--- src/rtl/button_event_decoder_if.sv ---
// Bundle of the button-side inputs and the event outputs of
// button_event_decoder.
//   master : the producer of btn_db/lock and the consumer of events
//            (the testbench or the upstream wrapper).
//   slave  : the decoder itself.
// There is no valid/ready handshake on this bundle. Every event output is a
// single-cycle, registered pulse that the consumer samples on the next clk edge.
// state is a debug view of the decoder FSM:
//   0 = WAIT_LOW, 1 = IDLE, 2 = PRESSED, 3 = HELD.
interface button_event_decoder_if;
  logic       btn_db;
  logic       lock;
  logic       press_pulse;
  logic       release_pulse;
  logic       long_pulse;
  logic       repeat_pulse;
  logic       held;
  logic [1:0] state;

  modport master (
    output btn_db, lock,
    input  press_pulse, release_pulse, long_pulse, repeat_pulse, held, state
  );

  modport slave (
    input  btn_db, lock,
    output press_pulse, release_pulse, long_pulse, repeat_pulse, held, state
  );
endinterface

--- src/rtl/button_event_decoder.sv ---
// button_event_decoder: turns the debounced button level into single-cycle
// control events for the slot-machine controller. The events are press,
// release, long-press and auto-repeat while the button is held.
// Ports:
//   clk  - system clock; all logic runs on posedge.
//   rst  - synchronous, active-high reset.
//   bus  - button_event_decoder_if.slave, which carries:
//          btn_db, lock           (inputs)
//          press_pulse, release_pulse, long_pulse, repeat_pulse,
//          held, state            (registered outputs)
// Parameters:
//   HOLD_CYCLES   - clocks from press_pulse to long_pulse (>= 2).
//   REPEAT_CYCLES - clocks from long_pulse to the first repeat_pulse, and
//                   between successive repeat_pulses (>= 2).
module button_event_decoder #(
  parameter int HOLD_CYCLES   = 50_000_000,
  parameter int REPEAT_CYCLES = 10_000_000
) (
  input  logic                    clk,
  input  logic                    rst,
  button_event_decoder_if.slave   bus
);

  localparam int MAX_CYCLES = (HOLD_CYCLES > REPEAT_CYCLES) ? HOLD_CYCLES : REPEAT_CYCLES;
  localparam int CW         = $clog2(MAX_CYCLES);

  localparam logic [CW-1:0] HOLD_TC   = CW'(HOLD_CYCLES - 1);
  localparam logic [CW-1:0] REPEAT_TC = CW'(REPEAT_CYCLES - 1);

  typedef enum logic [1:0] {
    WAIT_LOW = 2'd0,
    IDLE     = 2'd1,
    PRESSED  = 2'd2,
    HELD     = 2'd3
  } state_t;

  state_t        state;
  logic [CW-1:0] cnt;
  logic          press_pulse;
  logic          release_pulse;
  logic          long_pulse;
  logic          repeat_pulse;
  logic          held;

  always_ff @(posedge clk) begin
    if (rst) begin
      state         <= WAIT_LOW;
      cnt           <= '0;
      press_pulse   <= 1'b0;
      release_pulse <= 1'b0;
      long_pulse    <= 1'b0;
      repeat_pulse  <= 1'b0;
      held          <= 1'b0;
    end else begin
      press_pulse   <= 1'b0;
      release_pulse <= 1'b0;
      long_pulse    <= 1'b0;
      repeat_pulse  <= 1'b0;

      case (state)
        // Block any press until the button has been seen low. This covers a
        // button that is already high out of reset and a press that was
        // rejected because of lock.
        WAIT_LOW: begin
          if (!bus.btn_db) begin
            state <= IDLE;
            cnt   <= '0;
          end
        end

        IDLE: begin
          if (bus.btn_db) begin
            cnt <= '0;
            if (!bus.lock) begin
              state       <= PRESSED;
              press_pulse <= 1'b1;
              held        <= 1'b1;
            end else begin
              state <= WAIT_LOW;
            end
          end
        end

        // Release is checked first so that it wins over a terminal count
        // on the same edge.
        PRESSED: begin
          if (!bus.btn_db) begin
            state         <= IDLE;
            cnt           <= '0;
            release_pulse <= 1'b1;
            held          <= 1'b0;
          end else if (cnt == HOLD_TC) begin
            state      <= HELD;
            cnt        <= '0;
            long_pulse <= !bus.lock;
          end else begin
            cnt <= cnt + 1'b1;
          end
        end

        HELD: begin
          if (!bus.btn_db) begin
            state         <= IDLE;
            cnt           <= '0;
            release_pulse <= 1'b1;
            held          <= 1'b0;
          end else if (cnt == REPEAT_TC) begin
            cnt          <= '0;
            repeat_pulse <= !bus.lock;
          end else begin
            cnt <= cnt + 1'b1;
          end
        end

        default: begin
          state <= WAIT_LOW;
          cnt   <= '0;
          held  <= 1'b0;
        end
      endcase
    end
  end

  assign bus.press_pulse   = press_pulse;
  assign bus.release_pulse = release_pulse;
  assign bus.long_pulse    = long_pulse;
  assign bus.repeat_pulse  = repeat_pulse;
  assign bus.held          = held;
  assign bus.state         = state;

endmodule

--- src/flat_wrapper.sv ---
// flat-port wrapper written by rule: the top's interface ports become plain ports
module button_event_decoder_flat 
#(
  parameter int HOLD_CYCLES   = 50_000_000,
  parameter int REPEAT_CYCLES = 10_000_000
)
  (clk, rst, bus_btn_db, bus_lock, bus_press_pulse, bus_release_pulse, bus_long_pulse, bus_repeat_pulse, bus_held, bus_state);
  button_event_decoder_if bus_i ();
  input  logic clk;
  input  logic rst;
  input wire logic [$bits(bus_i.btn_db)-1:0] bus_btn_db;
  input wire logic [$bits(bus_i.lock)-1:0] bus_lock;
  output wire logic [$bits(bus_i.press_pulse)-1:0] bus_press_pulse;
  output wire logic [$bits(bus_i.release_pulse)-1:0] bus_release_pulse;
  output wire logic [$bits(bus_i.long_pulse)-1:0] bus_long_pulse;
  output wire logic [$bits(bus_i.repeat_pulse)-1:0] bus_repeat_pulse;
  output wire logic [$bits(bus_i.held)-1:0] bus_held;
  output wire logic [$bits(bus_i.state)-1:0] bus_state;
  assign bus_i.btn_db = bus_btn_db;
  assign bus_i.lock = bus_lock;
  assign bus_press_pulse = bus_i.press_pulse;
  assign bus_release_pulse = bus_i.release_pulse;
  assign bus_long_pulse = bus_i.long_pulse;
  assign bus_repeat_pulse = bus_i.repeat_pulse;
  assign bus_held = bus_i.held;
  assign bus_state = bus_i.state;
  button_event_decoder #(.HOLD_CYCLES(HOLD_CYCLES), .REPEAT_CYCLES(REPEAT_CYCLES)) u_core (.clk(clk), .rst(rst), .bus(bus_i));
endmodule
--- config.mk ---
export PLATFORM = sky130hd
export DESIGN_NAME = button_event_decoder_flat
export DESIGN_NICKNAME = d
export VERILOG_FILES = /design/src/rtl/button_event_decoder_if.sv /design/src/rtl/button_event_decoder.sv /design/src/flat_wrapper.sv
export SDC_FILE = /design/constraint.sdc
export NUM_CORES = 1
export LEC_CHECK = 0
export CORE_MARGIN = 2
export CORE_UTILIZATION = 40
export CTS_BUF_LIST = sky130_fd_sc_hd__clkbuf_4 sky130_fd_sc_hd__clkbuf_8 sky130_fd_sc_hd__clkbuf_16
export DETAILED_ROUTE_END_ITERATION = 10
export MAX_ROUTING_LAYER = met4
export PLACE_DENSITY = 0.56
export SYNTH_ARGS = -nofsm -noshare
export SYNTH_HDL_FRONTEND = slang
export SYNTH_SLANG_ARGS = --single-unit
--- constraint.sdc ---
create_clock -name clk -period 5.3 [get_ports clk]
set_input_delay 0.53 -clock clk [delete_from_list [all_inputs] [get_ports clk]]
set_output_delay 0.53 -clock clk [all_outputs]
set_load 0.005 [all_outputs]
* Word level (Yosys, flattened, before mapping)
Index checks and enable logic that the tools add are counted.
Storage, ports and cells: register bits 33, output and inout port bits 7, word-level logic and storage cells 57
Operators by class: add/sub/neg operators 1, equal/unequal tests 11, mux-type cells 19, bitwise logic cells 7, reduce and logical (&&, ||, !) cells 12
Operator list (count):
- $mux 26 | 6
- $pmux 26 s4 | 1
- $add 26x1->26 const B | 1
- $eq 26x24->1 const B | 1
- $eq 26x26->1 const B | 1
- $mux 2 | 5
- $ne 2x2->1 const B | 5
- $reduce_or 4->1 | 2
- $not 1->1 | 7
- $pmux 2 s3 | 1
- $reduce_or 2->1 | 3
- $mux 1 | 5
- $eq 2x2->1 const B | 2
- $reduce_and 4->1 | 1
- $ne 3x2->1 const B | 1
- $reduce_and 3->1 | 1
- $reduce_or 3->1 | 1
- $eq 2x1->1 const B | 1
- $logic_not 2->1 | 1
- $pmux 1 s2 | 1
- $reduce_and 2->1 | 1
- $reduce_bool 2->1 | 1
- $logic_not 1->1 | 1

* Longest topological paths before layout
Gate-level depths: netlist of the first run.
depth after elaboration 4, depth in mapped cells 8, depth with buffers taken out 7

* Least setup slack after synthesis of the first run
OpenSTA, ideal clock, no wires.
path kind register -> register, start point register u_core.cnt[8], end point register u_core.cnt[10], setup time 0.122 ns, arrival 2.280 ns, required time 5.178 ns, setup slack 2.898 ns, cell stages (with the launch flop) 7, path buffers 1, path through dfxtp_1 > or4b_1 > or4_4 > o311ai_4 > a21oi_2 > buf_6 > a221o_1
Between the ends: word-level cells in the longest chain between the ends 4, elaborated cells on any way between the ends 8, classes of those cells add/sub (1); eq/ne (2); mux (5)
Ends and longest elaborated chain:
- start: declaration | line button_event_decoder.sv:38 | logic [CW-1:0] cnt;
- start signal: assignment | line button_event_decoder.sv:97 | cnt <= cnt + 1'b1;
- start signal: assignment | line button_event_decoder.sv:111 | cnt <= cnt + 1'b1;
- $add 26x1->26 (tied with other cells) | line button_event_decoder.sv:97, button_event_decoder.sv:111
- $mux 26, on equally long branches | line button_event_decoder.sv:107, button_event_decoder.sv:92
- $mux 26, on equally long branches | line button_event_decoder.sv:102, button_event_decoder.sv:87
- $pmux 26 s4 (*) | line button_event_decoder.sv:60 | case (state)
Every way passes the cells marked *; elsewhere a longest branch is shown, timed or not. A chain may end at the register's enable or synchronous reset.

* Final worst setup path of the first run
Same ends and word-level chain as after synthesis.

==> metrics.cfg, run 1 <==
[power]
switchingPower_uw = 177
ir_drop_uv = 121
seqPwrFrac_pct = 45.8
clkPwrFrac_pct = 32.6
p_int_uw = 405
p_leak_nw = 0.661
power_uw = 582
comb_power_share_pct = 21.6
swShare_pct = 30.3
power_density_nw_per_um2 = 293

[min_path]
min_path_type = register to register
holdCritStartpoint = u_core.cnt[24]
worstHoldPathCells = 2
holdPathEnd = u_core.cnt[24]

[routing]
drt-wirelength-per-cell_microns = 15.1
first_pass_iters = 4
viasPerCell = 5.95
routed_wl_mm = 4.17
route.detailed.drc = 0
num_vias = 1648
drt-initial-drc-count = 131
ant_nets = 0

[cells_and_area]
fillerInstances = 433
final_cells = 277
ff_latch_area_sq_um = 661
num_antenna_cells = 0
finalNetCount = 234
drive_above_1_share_pct = 6.67
multiInputGateArea_sq_um = 1040
areaGrowthSynthToFinish_pct = 12.2

[critical_path]
cp.buffers_inverters = 1
cp.required_ns = 5.47
critPathTopFamily = simple AND/OR/NAND/NOR gates
cp.depth = 7
crit_arrival_ns = 2.87
crit_chain = or4b_1, or4_4, o311ai_4, a21oi_2, buf_4, and3_1, a221o_1
setup.worst_path.class = register to register
reg2reg_to = u_core.cnt[10]
worst_setup_path_end_kind = register
rr_worst_depth = 7
cp-start-kind = register
crit_path_max_incr_delay_ns = 0.58
crit_slowest_cell = or4_4
reg2reg_from = u_core.cnt[8]
crit_fanout = 35
r2r_setup_slack_ns = 2.60

[outcome]
status = completed

[global_route]
first_global_vias = 1619
antenna_found_initial = 0
busiest_layer = met2
grt_max_degree = 36
overflow = 0
grt_pass1_wl_mm = 7.38
globalRouteMet3Util_pct = 4.47
use_met2_pct = 27.4
grt_usage_pct = 19.0
met1_usage_pct = 25.7

[sta]
drv_slew = 0
rsz0062_at_grt = no
tightest_slew_ns = 1.11
finalSetupViolations = 0
fin_crit_sh_pct = 50.9
fmax_ghz = 0.370
fin_tns_setup_ns = 0
fin_crit_ns = 2.70
slew_headroom_pct = 26.0
finalHoldViolations = 0
clock_skew_ns = 0.00985

[synthesis]
yosys_warnings = 0
syn-instance-count = 215
synth_edf_count = 0
postSynthRegisterBits = 33
synth_area_sq_um = 1770
ys_types = 39
dominantRegCellSynth = dfxtp_1
ys_seq_area_share_pct = 37.4
synthArstFlopShare_pct = 0
synth.net_count = 225
syn-mean-instance-area_sq_um = 8.22

[floorplan]
die_area_sq_um = 4970
rows = 24
core-area_sq_um = 4290
die_w_microns = 70.5
initial_core_util_pct = 41.2
io_pins = 11
die_y_microns = 70.5

[clock_tree]
clock_latency_ns = 0.29
clk_path_buf_depth = 2
clk_pin_slew_ns = 0.07
cts_made_buffers = 5
cts_root_buf = clkbuf_8
cts_tree = built
cts_resized = 0
hold_buffers = 0
cts_max_level = 2
post-cts-setup-buffers = 0
cts.sinks = 33

[placement]
post-dp-hpwl_mm = 3.03
gp_congestion = 0.839
port_buffers = 10
dp_cells = 269

[job]
max_cap_violations = 0

==> Yosys cell counts, types with 2 or more instances <==
master | instances | share of area [%]
dfxtp_1 | 33 | 37
nand2_1 | 23 | 4.9
nand3_1 | 19 | 5.4
a21oi_1 | 14 | 4.0
nor2_1 | 14 | 3.0
a31oi_1 | 12 | 4.2
o21ai_0 | 12 | 3.4
nand4_1 | 11 | 3.9
and3_1 | 9 | 3.2
clkbuf_1 | 6 | 1.3
ha_1 | 6 | 4.2
nor3_1 | 6 | 1.7
inv_1 | 5 | 1.1
a22o_1 | 3 | 1.5
and4_1 | 3 | 1.5
nand2b_1 | 3 | 1.1
nor4_1 | 3 | 1.1
o22ai_1 | 3 | 1.1
xor2_1 | 3 | 1.5
a211oi_1 | 2 | 0.85
a21o_1 | 2 | 0.85
a41oi_1 | 2 | 0.99
and2_1 | 2 | 0.71
buf_2 | 2 | 0.57
mux2i_1 | 2 | 1.1
o311ai_4 | 2 | 3.0
==> worst register-to-register path, stage by stage (launching register included) <==
cell and delay, ns:
dfxtp_1 0.37, or4b_1 0.52, or4_4 0.58, o311ai_4 0.34
a21oi_2 0.09, buf_4 0.24, and3_1 0.21, a221o_1 0.24
==> placed cells by master, fill, tap and decap left out, drive strengths merged, types with 5 or more instances in the layout <==
master	Yosys	final
inv	5	5
nand3	19	19
nand2	23	23
a21oi	15	15
nor3	6	6
clkdlybuf4s50	0	10
clkbuf	6	6
nor2	14	14
and3	9	9
dfxtp	33	33
ha	6	6
nand4	11	11
o21ai	12	12
a31oi	12	12
==> area by class of cell <==
cell class | instances | area share [%]
clock inverters | 2 | 0.505
inverters | 5 | 0.946
flip-flops and latches | 33 | 33.3
clock buffers | 6 | 3.85
multi-input cells | 168 | 52.7
repair buffers | 11 | 5.43
well taps | 52 | 3.28
==> kinds of logic (layout without fill, tap and decap cells) <==
kind of cell | count (synthesis) | in the layout | synth area share [%]
xor gates and xnor gates | 4 | 4 | 1.98
DFF | 33 | 33 | 37.4
muxes | 3 | 3 | 1.77
AOI/OAI and AO/OA | 56 | 56 | 21.7
and+or+nand+nor | 99 | 99 | 29.4
adders and majority gates | 6 | 6 | 4.25
buffers and inverters | 14 | 24 | 3.54
==> through the flow <==
| stage | setup WS, ns | hold slack [ns] | util [%] | area (sq um) |
|---|---|---|---|---|
| finish | 2.60 | 0.490 | 46.2 | 1980 |
| global route | 2.48 | 0.530 | 46.2 | 1980 |
| CTS | 2.61 | 0.493 | 46.2 | 1980 |
| detailed placement | 2.55 | 0.483 | 44.2 | 1900 |
| global placement | 2.62 | 0.480 | 44.2 | 1900 |
| floorplan | 2.90 | 0.447 | - | 1770 |
==> per-layer routing <==
metal / part of all wire (%) / wire length, microns
met5: 0 / 0
met3: 5.0 / 208
met2: 44 / 1830
met1: 49 / 2060
met4: 1.7 / 72
==> power by group through the flow <==
stage	clock, mW	sequential, mW	combinational (mW)
6_report	0.190	0.267	0.126
5_1_grt	0.202	0.268	0.142
4_1_cts	0.194	0.267	0.126
3_5_place_dp	0	0.272	0.125
3_3_place_gp	0	0.272	0.125
2_1_floorplan	0	0.272	0.0873
==> how the worst max path moves through the flow <==
stage / from / endpoint / slack (ns)
finish: u_core.cnt[8] / u_core.cnt[10] / 2.60
global placement: bus_btn_db / u_core.cnt[10] / 2.62
CTS: u_core.cnt[8] / u_core.cnt[10] / 2.61
floorplan: u_core.cnt[8] / u_core.cnt[10] / 2.90
detailed placement: bus_btn_db / u_core.cnt[10] / 2.55
global route: u_core.cnt[8] / u_core.cnt[10] / 2.48
==> registers in the layout (all words and copies together) (netlist names) <==
| name | flops |
|---|---|
| u_core.cnt | 26 |
| u_core.bus.state | 2 |
| u_core.bus.held | 1 |
| u_core.bus.long_pulse | 1 |
| u_core.bus.press_pulse | 1 |
| u_core.bus.release_pulse | 1 |
| u_core.bus.repeat_pulse | 1 |
Power figures use the tool's default switching activity.
==> run 2: changes to the inputs <==
- PLACE_DENSITY: 0.56 -> 0.59
- clock period: 5.3 -> 2.3 ns (I/O delays scaled with it)
==> run 2 against run 1 <==
  * The flow now finishes with violations (setup timing)
  * Sequential share of layout area down 5.4 points
  * Cell count increased by 11%
  * Routed wire length increased by 15%
  * Non-clock buffer count grew 31
  * Count of clock-buffer cells in the layout grew 1
  * Total power grew to 2.5 times the previous value
  * Largest power group unchanged
==> metrics.cfg, run 2 (synthesis gave the netlist of run 1 again) <==
[cells_and_area]
largest_reg_flops = 26  ; unchanged
finalNetCount = 266  ; +14%
final_common_cell = dfxtp_1
design_area_sq_um = 2370  ; +20%
num_antenna_cells = 0  ; unchanged
top_regs = u_core.cnt: 26 flops, u_core.bus.state: 2 flops
drive_above_1_share_pct = 27.3  ; +21 points
areaGrowthSynthToFinish_pct = 34.2
mostFrequentLayoutCells = dfxtp_1 (32), buf_4 (27), nand2_1 (22), nand3_1 (19), nor2_1 (13)
top_register = u_core.cnt

[sta]
hold_ws_ns = 0.492  ; +0.00187 ns
slew_headroom_pct = 49.6  ; +24 points
clock_skew_ns = 0.00546  ; -0.00439 ns
finalHoldViolations = 0  ; unchanged
fmax_ghz = 0.424  ; +14%
setup_slack_ns = -0.0581  ; -2.66 ns
finalSetupViolations = 2  ; +2
rsz0062_at_grt = yes
fin_crit_ns = 2.36  ; -0.341 ns
tightest_slew_ns = 0.755  ; -0.351 ns
fin_crit_sh_pct = 103  ; +52 points
drv_slew = 0  ; unchanged

[critical_path]
worst_setup_path_end_kind = register
crit_path_max_incr_delay_ns = 0.53  ; -0.05 ns
cp.required_ns = 2.48  ; -2.99 ns
cp-start-kind = register
crit_arrival_ns = 2.54  ; -0.33 ns
setup.worst_path.class = register to register
crit_chain = or4b_4, or4_4, o311ai_4, a21oi_4, and3_1, a221o_1
crit_fanout = 7  ; -80%
crit_slowest_cell = or4b_4

[global_route]
overflow = 0  ; unchanged
grt_max_degree = 16  ; -56%
grt_pass1_wl_mm = 7.67  ; +3.9%
grt_usage_pct = 20.2  ; +1.2 points
first_global_vias = 1604  ; -0.93%
antenna_found_initial = 0  ; unchanged

[clock_tree]
cts_root_buf = clkbuf_8
cts_made_buffers = 5  ; unchanged
cts_tree = built
cts_max_level = 2  ; unchanged
clock_latency_ns = 0.29  ; about the same
clk_path_buf_depth = 2  ; unchanged
cts.sinks = 33  ; unchanged
clk_pin_slew_ns = 0.07  ; about the same

[routing]
route.detailed.drc = 0  ; unchanged
drt-initial-drc-count = 78  ; -40%
num_vias = 1797  ; +9.0%
ant_nets = 0  ; unchanged
drt-wirelength-per-cell_microns = 15.5  ; +3.2%
first_pass_iters = 4  ; unchanged
viasPerCell = 5.83  ; -1.9%
routed_wl_mm = 4.79  ; +15%

[power]
p_leak_nw = 0.851  ; +29%
clkPwrFrac_pct = 31.2  ; -1.4 points
ir_drop_uv = 238  ; +97%
power_density_nw_per_um2 = 619  ; +110%
comb_power_share_pct = 26.9  ; +5.3 points
p_int_mw = 1.02  ; +150%
seqPwrFrac_pct = 41.8  ; -4.0 points
power_mw = 1.47  ; +150%
swShare_pct = 30.4  ; about the same
switchingPower_uw = 446  ; +150%

[placement]
port_buffers = 10  ; unchanged
place_area_sq_um = 2150  ; +13%
post-place-ws_ns = -0.0299  ; -2.58 ns
gp_congestion = 0.832  ; -0.89%
post-dp-hpwl_mm = 3.27  ; +7.8%

[min_path]
min_path_type = register to register

[floorplan]
io_pins = 11  ; unchanged
core-area_sq_um = 4290  ; unchanged
die_area_sq_um = 4970  ; unchanged
die_y_microns = 70.5  ; unchanged
rows = 24  ; unchanged
die_w_microns = 70.5  ; unchanged
initial_core_util_pct = 41.2  ; unchanged

[outcome]
violations = setup timing
status = finished with violations

[job]
max_cap_violations = 0  ; unchanged

==> run 2: cell count changes in the layout (fill, tap and decap cells not counted), sizes merged <==
cell,before,now
buf,1,32
a21oi,15,16
clkbuf,6,7
clkinv,2,0
==> run 2: through the flow <==
stage	std cells	utilization, %	setup TNS (ns)
after floorplan	215	-	0
after global placement	298	50.0	0
after detailed placement	298	50.0	-0.0299
after CTS	308	53.1	-0.0674
after global routing	308	55.2	-0.792
final	308	55.2	-0.0627
==> run 2: metal layers <==
| layer | vias to the layer above | part of all wire [%] | track usage (%) |
|---|---|---|---|
| met4 | 0 | 1.9 | 7.48 |
| met2 | 43 | 47 | 32.2 |
| met5 | - | 0 | - |
| li1 | 893 | - | - |
| met1 | 849 | 47 | 25.0 |
| met3 | 12 | 4.1 | 4.47 |
==> run 2: area by class of cell <==
type	instances	area (sq um)
Clock buffer	7	90.1
Fill cell	412	1920
Inverter	5	18.8
Multi-Input combinational cell	169	1160
Sequential cell	33	662
Tap cell	52	65.1
Timing Repair Buffer	42	377
==> run 2: worst paths after layout <==
| path | start | end | slack (ns) | depth (start not counted) |
|---|---|---|---|---|
| worst min-delay path | u_core.cnt[25] | u_core.cnt[25] | 0.49 | 1 |
| worst min register to register | u_core.cnt[25] | u_core.cnt[25] | 0.49 | 1 |
| worst max register to register | u_core.cnt[24] | u_core.cnt[10] | -0.06 | 6 |
| worst max-delay path | u_core.cnt[24] | u_core.cnt[10] | -0.06 | 6 |
==> run 2: what timing repair did <==
action                     in CTS  in global routing
hold buffers                    0                  0
gates cloned                    1                  0
pin swaps                       0                  5
resized for setup               6                 30
buffers inserted                2                  0
setup endpoints to repair      10                 28
==> run 2: critical path, delay by kind of cell, from the launching register on <==
kind | cells | cell delay, ns
compound gates | 3 | 0.73
flops | 1 | 0.32
simple gates | 3 | 1.21
==> run 2: power by group through the flow <==
stage	clock network, mW	registers [mW]	logic, mW
finish	0.459	0.614	0.396
CTS	0.469	0.614	0.367
global route	0.491	0.617	0.430
global placement	0	0.626	0.339
detailed placement	0	0.627	0.342
floorplan	0	0.626	0.205
